## src/rtl/id_ex_stage.sv

```systemverilog
// ID/EX pipeline register: stall/flush/load-use bubbles, EX operand forwarding and hazard detection.
// Optional macro ID_EX_FORWARD_EN enables EX/MEM and MEM/WB forwarding; otherwise any RAW dependence stalls.
module id_ex_stage #(
    parameter int W  = 32,
    parameter int RW = 5
) (
    input  logic                clk,
    input  logic                rst_n,
    input  logic                stall,
    input  logic                flush,
    input  logic                id_valid,
    input  logic [W-1:0]        id_rs_data,
    input  logic [W-1:0]        id_rt_data,
    input  logic [W-1:0]        id_imm,
    input  logic [RW-1:0]       id_rs,
    input  logic [RW-1:0]       id_rt,
    input  logic [RW-1:0]       id_rd,
    input  logic [2:0]          id_alu_op,
    input  logic                id_alu_src,
    input  logic                id_reg_dst,
    input  logic                id_reg_write,
    input  logic                id_mem_read,
    input  logic                id_mem_write,
    input  logic                id_mem_to_reg,
    input  logic                exmem_reg_write,
    input  logic [RW-1:0]       exmem_rd,
    input  logic [W-1:0]        exmem_result,
    input  logic                memwb_reg_write,
    input  logic [RW-1:0]       memwb_rd,
    input  logic [W-1:0]        memwb_result,
    output logic                ex_valid,
    output logic signed [W-1:0] alu_a,
    output logic signed [W-1:0] alu_b,
    output logic [2:0]          alu_op,
    output logic [W-1:0]        ex_store_data,
    output logic [RW-1:0]       ex_dest,
    output logic                ex_reg_write,
    output logic                ex_mem_read,
    output logic                ex_mem_write,
    output logic                ex_mem_to_reg,
    output logic                load_use_hazard,
    output logic [15:0]         bubble_cnt
);
    typedef struct packed {
        logic          vld;
        logic [W-1:0]  rs_data;
        logic [W-1:0]  rt_data;
        logic [W-1:0]  imm;
        logic [RW-1:0] rs;
        logic [RW-1:0] rt;
        logic [RW-1:0] dest;
        logic [2:0]    alu_op;
        logic          alu_src;
        logic          reg_write;
        logic          mem_read;
        logic          mem_write;
        logic          mem_to_reg;
    } ex_t;

    ex_t                 ex_p1;
    ex_t                 ex_nxt;
    logic [15:0]         bubble_cnt_p1;
    logic signed [W-1:0] rs_fwd;
    logic signed [W-1:0] rt_fwd;
    logic                hazard;

    function automatic logic [15:0] sat_inc16(input logic [15:0] v);
        return (v == 16'hFFFF) ? v : v + 16'd1;
    endfunction

`ifdef ID_EX_FORWARD_EN
    // Only a load in EX cannot be forwarded in time; everything else is bypassed.
    assign hazard = ex_p1.vld && ex_p1.mem_read && (ex_p1.dest != '0) && id_valid &&
                    ((ex_p1.dest == id_rs) || (ex_p1.dest == id_rt));

    always_comb begin
        rs_fwd = ex_p1.rs_data;
        if (exmem_reg_write && (exmem_rd != '0) && (exmem_rd == ex_p1.rs))
            rs_fwd = exmem_result;
        else if (memwb_reg_write && (memwb_rd != '0) && (memwb_rd == ex_p1.rs))
            rs_fwd = memwb_result;

        rt_fwd = ex_p1.rt_data;
        if (exmem_reg_write && (exmem_rd != '0) && (exmem_rd == ex_p1.rt))
            rt_fwd = exmem_result;
        else if (memwb_reg_write && (memwb_rd != '0) && (memwb_rd == ex_p1.rt))
            rt_fwd = memwb_result;
    end
`else
    // Without bypass paths, producers in EX or MEM must drain before the consumer enters EX.
    logic ex_raw;
    logic mem_raw;
    logic unused_fwd;
    assign ex_raw  = ex_p1.vld && ex_p1.reg_write && (ex_p1.dest != '0) &&
                     ((ex_p1.dest == id_rs) || (ex_p1.dest == id_rt));
    assign mem_raw = exmem_reg_write && (exmem_rd != '0) &&
                     ((exmem_rd == id_rs) || (exmem_rd == id_rt));
    assign hazard  = id_valid && (ex_raw || mem_raw);
    assign rs_fwd  = ex_p1.rs_data;
    assign rt_fwd  = ex_p1.rt_data;
    assign unused_fwd = ^{exmem_result, memwb_reg_write, memwb_rd, memwb_result, ex_p1.rs, ex_p1.rt};
`endif

    // Gated so the hazard reads 0 while reset is held, even from live upstream inputs.
    assign load_use_hazard = rst_n && hazard;

    always_comb begin
        ex_nxt = ex_p1;
        if (flush) begin
            ex_nxt = '0;
        end else if (!stall) begin
            if (hazard || !id_valid) begin
                ex_nxt = '0;
            end else begin
                ex_nxt.vld        = 1'b1;
                ex_nxt.rs_data    = id_rs_data;
                ex_nxt.rt_data    = id_rt_data;
                ex_nxt.imm        = id_imm;
                ex_nxt.rs         = id_rs;
                ex_nxt.rt         = id_rt;
                ex_nxt.dest       = id_reg_dst ? id_rd : id_rt;
                ex_nxt.alu_op     = id_alu_op;
                ex_nxt.alu_src    = id_alu_src;
                ex_nxt.reg_write  = id_reg_write;
                ex_nxt.mem_read   = id_mem_read;
                ex_nxt.mem_write  = id_mem_write;
                ex_nxt.mem_to_reg = id_mem_to_reg;
            end
        end
    end

    // ID -> EX stage boundary
    always_ff @(posedge clk or negedge rst_n) begin
        if (!rst_n) begin
            ex_p1         <= '0;
            bubble_cnt_p1 <= '0;
        end else begin
            ex_p1 <= ex_nxt;
            if (!flush && !stall && hazard)
                bubble_cnt_p1 <= sat_inc16(bubble_cnt_p1);
        end
    end

    assign ex_valid      = ex_p1.vld;
    assign alu_a         = rs_fwd;
    assign alu_b         = ex_p1.alu_src ? $signed(ex_p1.imm) : rt_fwd;
    assign alu_op        = ex_p1.alu_op;
    assign ex_store_data = $unsigned(rt_fwd);
    assign ex_dest       = ex_p1.dest;
    assign ex_reg_write  = ex_p1.reg_write;
    assign ex_mem_read   = ex_p1.mem_read;
    assign ex_mem_write  = ex_p1.mem_write;
    assign ex_mem_to_reg = ex_p1.mem_to_reg;
    assign bubble_cnt    = bubble_cnt_p1;

endmodule

```

## config.mk

```make
export PLATFORM = sky130hd
export DESIGN_NAME = id_ex_stage
export DESIGN_NICKNAME = d
export VERILOG_FILES = /design/src/rtl/id_ex_stage.sv
export SDC_FILE = /design/constraint.sdc
export NUM_CORES = 1
export LEC_CHECK = 0
export BUFFER_PORTS_ARGS = -buffer_cell sky130_fd_sc_hd__buf_2
export CAP_MARGIN = 10
export CORE_UTILIZATION = 30
export CTS_CLUSTER_DIAMETER = 120
export DETAILED_ROUTE_END_ITERATION = 6
export PLACE_DENSITY = 0.54
export SYNTH_ARGS = -nofsm -noshare
export SYNTH_HDL_FRONTEND = slang
export SYNTH_SLANG_ARGS = --single-unit
```

## constraint.sdc

```tcl
create_clock -name clk -period 2.6 [get_ports clk]
set_input_delay 0.26 -clock clk [delete_from_list [all_inputs] [get_ports clk]]
set_output_delay 0.26 -clock clk [all_outputs]
set_load 0.05 [all_outputs]
```

Word level (Yosys, flattened, before mapping)
Cells that the tools add are included.
{"block": "op_classes", "add_sub_neg": 1, "n_eq_ne": 6, "n_mux": 5, "bitwise_logic": 1, "reduce_logical": 19}
{"cell": "$mux 120", "count": 3}
{"cell": "$mux 32", "count": 1}
{"cell": "$eq 5x5->1", "count": 4}
{"cell": "$add 16x1->16 const B", "count": 1}
{"cell": "$eq 16x16->1 const B", "count": 1}
{"cell": "$reduce_bool 5->1", "count": 2}
{"cell": "$logic_and 1x1->1", "count": 9}
{"cell": "$mux 5", "count": 1}
{"cell": "$logic_or 1x1->1", "count": 4}
{"cell": "$logic_not 1->1", "count": 3}
{"cell": "$ne 2x1->1 const B", "count": 1}
{"cell": "$reduce_and 2->1", "count": 1}
{"cell": "$not 1->1", "count": 1}
{"block": "totals", "reg_bits": 126, "out_inout_bits": 126, "word_cells": 44}

Longest topological paths before layout
{"block": "depth", "depth_word": 9, "mapped_depth": 8, "depth_no_buf": 6}

Worst setup path after synthesis
OpenSTA, ideal clock, no wires.
{"block": "synth_path", "path_type": "reg2reg", "start": "register bubble_cnt_p1[0] (netlist: bubble_cnt[0])", "end": "register bubble_cnt_p1[7] (netlist: bubble_cnt[7])", "setup_time_ps": 141, "arrival_time_ps": 2104, "setup_slack_ps": 355, "path_stages_with_launch": 9, "cell_sequence": "dfrtp_1 > ha_1 > and4_1 > clkbuf_1 > a31oi_4 > and4_1 > buf_2 > nand4_1 > xnor2_1"}
{"block": "synth_between", "elab_chain_cells": 3}
{"item": "start: declaration", "line": "62", "text": "logic [15:0] bubble_cnt_p1;"}
{"item": "start signal: assignment", "line": "140", "text": "bubble_cnt_p1 <= sat_inc16(bubble_cnt_p1);"}
{"item": "parallel branches: the longest is 3 deep, another holds $add 16x1->16"}
Several ways; the timed one is not identified.
A chain may end at the register's enable or synchronous reset.

Final worst setup path
{"block": "layout_path", "start": "register ex_p1 (netlist bit ex_dest[1])", "end": "output port load_use_hazard"}
{"block": "layout_between", "elab_chain_cells": 6}
{"item": "start: declaration", "line": "60", "text": "ex_t ex_p1;"}
{"item": "start signal: assignment", "line": "138", "text": "ex_p1 <= ex_nxt;"}
{"item": "$eq 5x5->1 / $reduce_bool 5->1 (equally long branches)", "line": "95, 94"}
{"item": "$logic_or 1x1->1 / $logic_and 1x1->1 (equally long branches)", "line": "95, 94"}
{"item": "$logic_and 1x1->1 *", "line": "94", "text": "assign ex_raw = ex_p1.vld && ex_p1.reg_write && (ex_p1.dest != '0) &&"}
{"item": "$logic_or 1x1->1 *", "line": "98", "text": "assign hazard = id_valid && (ex_raw || mem_raw);"}
{"item": "$logic_and 1x1->1 *", "line": "98"}
{"item": "$logic_and 1x1->1 *", "line": "105", "text": "assign load_use_hazard = rst_n && hazard;"}
{"item": "end: declaration", "line": "41", "text": "output logic load_use_hazard,"}
Mark *: on every way between the ends. The rest lies on a longest branch, timed or not.

==> flow_summary.yaml <==
synth:
  yosys.area.top_type_share_pct: 53.3
  ys_seq_area_share_pct: 53.3
  postSynthCellCount: 460
  syn_area_mm2: 0.00592
  yosys_warnings: 0
  synthDistinctLibCells: 27
  ys_ff_latch: 126
  synthTopCellsByArea: "dfrtp_1, a22o_1, buf_4"
  yosys.area.top_type: "dfrtp_1"
  avgSynthCellArea_um2: 12.9
  syn-num-nets: 662
die:
  design.die.area_mm2: 0.0203
  row_count: 50
  die_h_um: 142
  fp.dieW_um: 142
  start_util_pct: 31.1
  core-area_mm2: 0.0190
  io_pins: 327
clock_tree:
  cts_sinks: 126
  hold_buffers: 0
  clkLatencyLatePin_ns: 0.41
  cts_tree: "built"
  path_clk_slew_ns: 0.06
  tritoncts.num_buffers: 17
  max-clock-path-buffers: 2
  cts_resized: 0
  root_buffer: "clkbuf_16"
  h-tree-depth: 4
  post_cts_buffers: 0
finish:
  finalNonFillerCells: 911
  fin_util_pct: 39.6
  largest_reg_flops: 33
  diodes: 0
  final_nets: 840
  finish.instance_area_mm2: 0.00753
  drive_gt1_share_pct: 51.9
  largest-register: "ex_p1"
  area_growth_syn_to_layout_pct: 27.2
setup_path:
  worstRegToRegCells: 6
  crit_path_start_kind: "flip-flop"
  cp_slowest_stage_delay_ns: 0.56
  r2r-end: "bubble_cnt[13]"
  crit_path_end_kind: "output pin"
  crit_chain: "or4_1 -> o211ai_2 -> o22ai_2 -> and3_1 -> buf_2"
  cp_slowest_cell: "or4_1"
  r2r_setup_slack_ns: 0.48
  crit_family: "simple AND/OR/NAND/NOR gates"
  required_ns: 2.34
  path_class: "reg2out"
  path_max_fanout: 5
  critical_path_buf_inv_count: 1
  r2r_start: "bubble_cnt[0]"
  critical_path_arrival_ns: 2.11
placed_design:
  gp_congestion: 0.798
  port_buffers: 256
  pre_cts_slack_ns: 0.490
  dpl_cell_area_mm2: 0.00688
  dp_hpwl_mm: 10.1
  placed_cells: 879
worst_hold_path:
  min-delay-path-class: "in2async"
sta:
  finalHoldViolCount: 8
  fmax_mhz: 421
  rsz0062_at_grt: "false"
  tightest_slew_ns: 0.879
  setup_viol: 0
  finClkSkew_ns: 0.00741
  fin_crit_sh_pct: 91.3
  whs_ns: -0.0209
  finalSetupTns_ns: 0
  fin_crit_ns: 2.37
  max_slew_margin_pct: 41.4
  drv_slew: 0
  setup_ws_ns: 0.226
grt:
  grt-ovfl-total: 0
  grt_max_degree: 127
  antenna_found_initial: 0
  grt_first_pass_wirelength_mm: 22.8
  grt_pass1_vias: 4314
  grt_usage_pct: 14.6
detailed_routing:
  avgRoutedWirePerCell_um: 16.2
  vias: 4322
  drc: 0
  drtPass1Iterations: 4
  drt-initial-drc-count: 139
  vias_per_cell: 4.74
  wl_mm: 14.7
  ant_nets: 0
power_and_ir_drop:
  ir_drop_v: 0.000404
  p_seq_share_pct: 38.8
  p_int_mw: 3.97
  power.share.switching_pct: 26.7
  clockPowerShare_pct: 48.0
  totalPowerFinal_mw: 5.41
  power_density_mw_per_mm2: 718
  p_leak_nw: 4.08
  switching_power_mw: 1.44
  p_comb_share_pct: 13.3
run_status:
  violations: "negative hold slack"
  status: "complete, but fails checks"
flow_run:
  drv_cap: 0
logic make-up (layout without fill, tap and decap cells):
| group | after synthesis | in the layout | synth area share (%) |
|---|---|---|---|
| flops | 126 | 126 | 53.3 |
| compound gates | 116 | 116 | 17.4 |
| buf+inv | 103 | 294 | 12.6 |
| simple gates | 41 | 41 | 4.12 |
| mux | 38 | 38 | 7.23 |
| xor+xnor | 35 | 35 | 5.18 |
| fa+ha+maj | 1 | 1 | 0.211 |
cell usage after synthesis:
library cell  count
dfrtp_1         126
buf_4            72
or3b_2            1
a21o_1            1
nand3_1           6
o211ai_2          1
o21ai_1           1
a22oi_1           2
nor2_1            5
nor3_1            4
and3_1            7
nor2_2            1
nor2b_1           1
nand2_1           2
ha_1              1
a31oi_4           1
buf_2             3
and4_1            5
xor2_1           20
nand4_1           7
a22o_1          109
clkbuf_1         17
xnor2_1          15
buf_6            11
o22ai_2           1
or4_1             2
mux2_2           38
layout make-up:
cell class	instances	area [µm²]
fillers	1913	11500
flip-flops and latches	126	3150
multi-input cells	231	2030
repair buffers	262	1370
clock buffers	21	470
well taps	260	325
clock inverters	11	179
cells in the final DEF, fill, tap and decap left out:
cell type   synthesis  routed
nand3_1             6       6
nor2b_4             0       1
nand4_1             7       7
inv_6               0       3
xor2_1             20      20
clkinv_4            0       2
a31oi_4             1       1
nor2_1              5       5
clkbuf_1           17       1
dfrtp_2             0       1
or4_1               2       2
a22o_1            109     109
buf_2               3     255
and3_1              7       7
o22ai_2             1       1
a22oi_1             2       2
bufinv_16           0       4
o21ai_1             1       1
ha_1                1       1
clkbuf_8            0       3
clkinvlp_4          0       2
nand2_1             2       2
dfrtp_1           126     125
and4_1              5       5
buf_12              0       3
or3b_2              1       1
mux2_2             38      38
nor2_4              0       1
a21o_1              1       1
xnor2_1            15      15
clkbuf_16           0      17
nor3_1              4       4
o211ai_2            1       1
buf_4              72       4
worst max-delay path by stage:
stage,startpoint,slack [ns],depth (start not counted),endpoint
global placement,bubble_cnt[0],0.55,6,bubble_cnt[7]
detailed placement,bubble_cnt[0],0.49,6,bubble_cnt[13]
CTS,ex_dest[1],0.20,5,load_use_hazard
global route,ex_dest[1],0.16,5,load_use_hazard
finish,ex_dest[1],0.23,5,load_use_hazard
floorplan,bubble_cnt[0],0.35,8,bubble_cnt[7]
per-layer routing:
layer,part of all wire [%],GRT usage [%]
met5,0,0
met4,2.0,6.23
met3,7.3,5.01
met2,47,22.6
met1,44,18.4
power groups by stage:
| stage | Clock, mW | Sequential [mW] | Combinational [mW] |
|---|---|---|---|
| 2_1_floorplan | 0 | 2.14 | 0.512 |
| 3_3_place_gp | 0 | 2.13 | 0.716 |
| 3_5_place_dp | 0 | 2.13 | 0.723 |
| 4_1_cts | 2.67 | 2.10 | 0.724 |
| 5_1_grt | 2.77 | 2.11 | 0.763 |
| 6_report | 2.59 | 2.10 | 0.717 |
No activity file was read; power rests on OpenSTA's default activity.
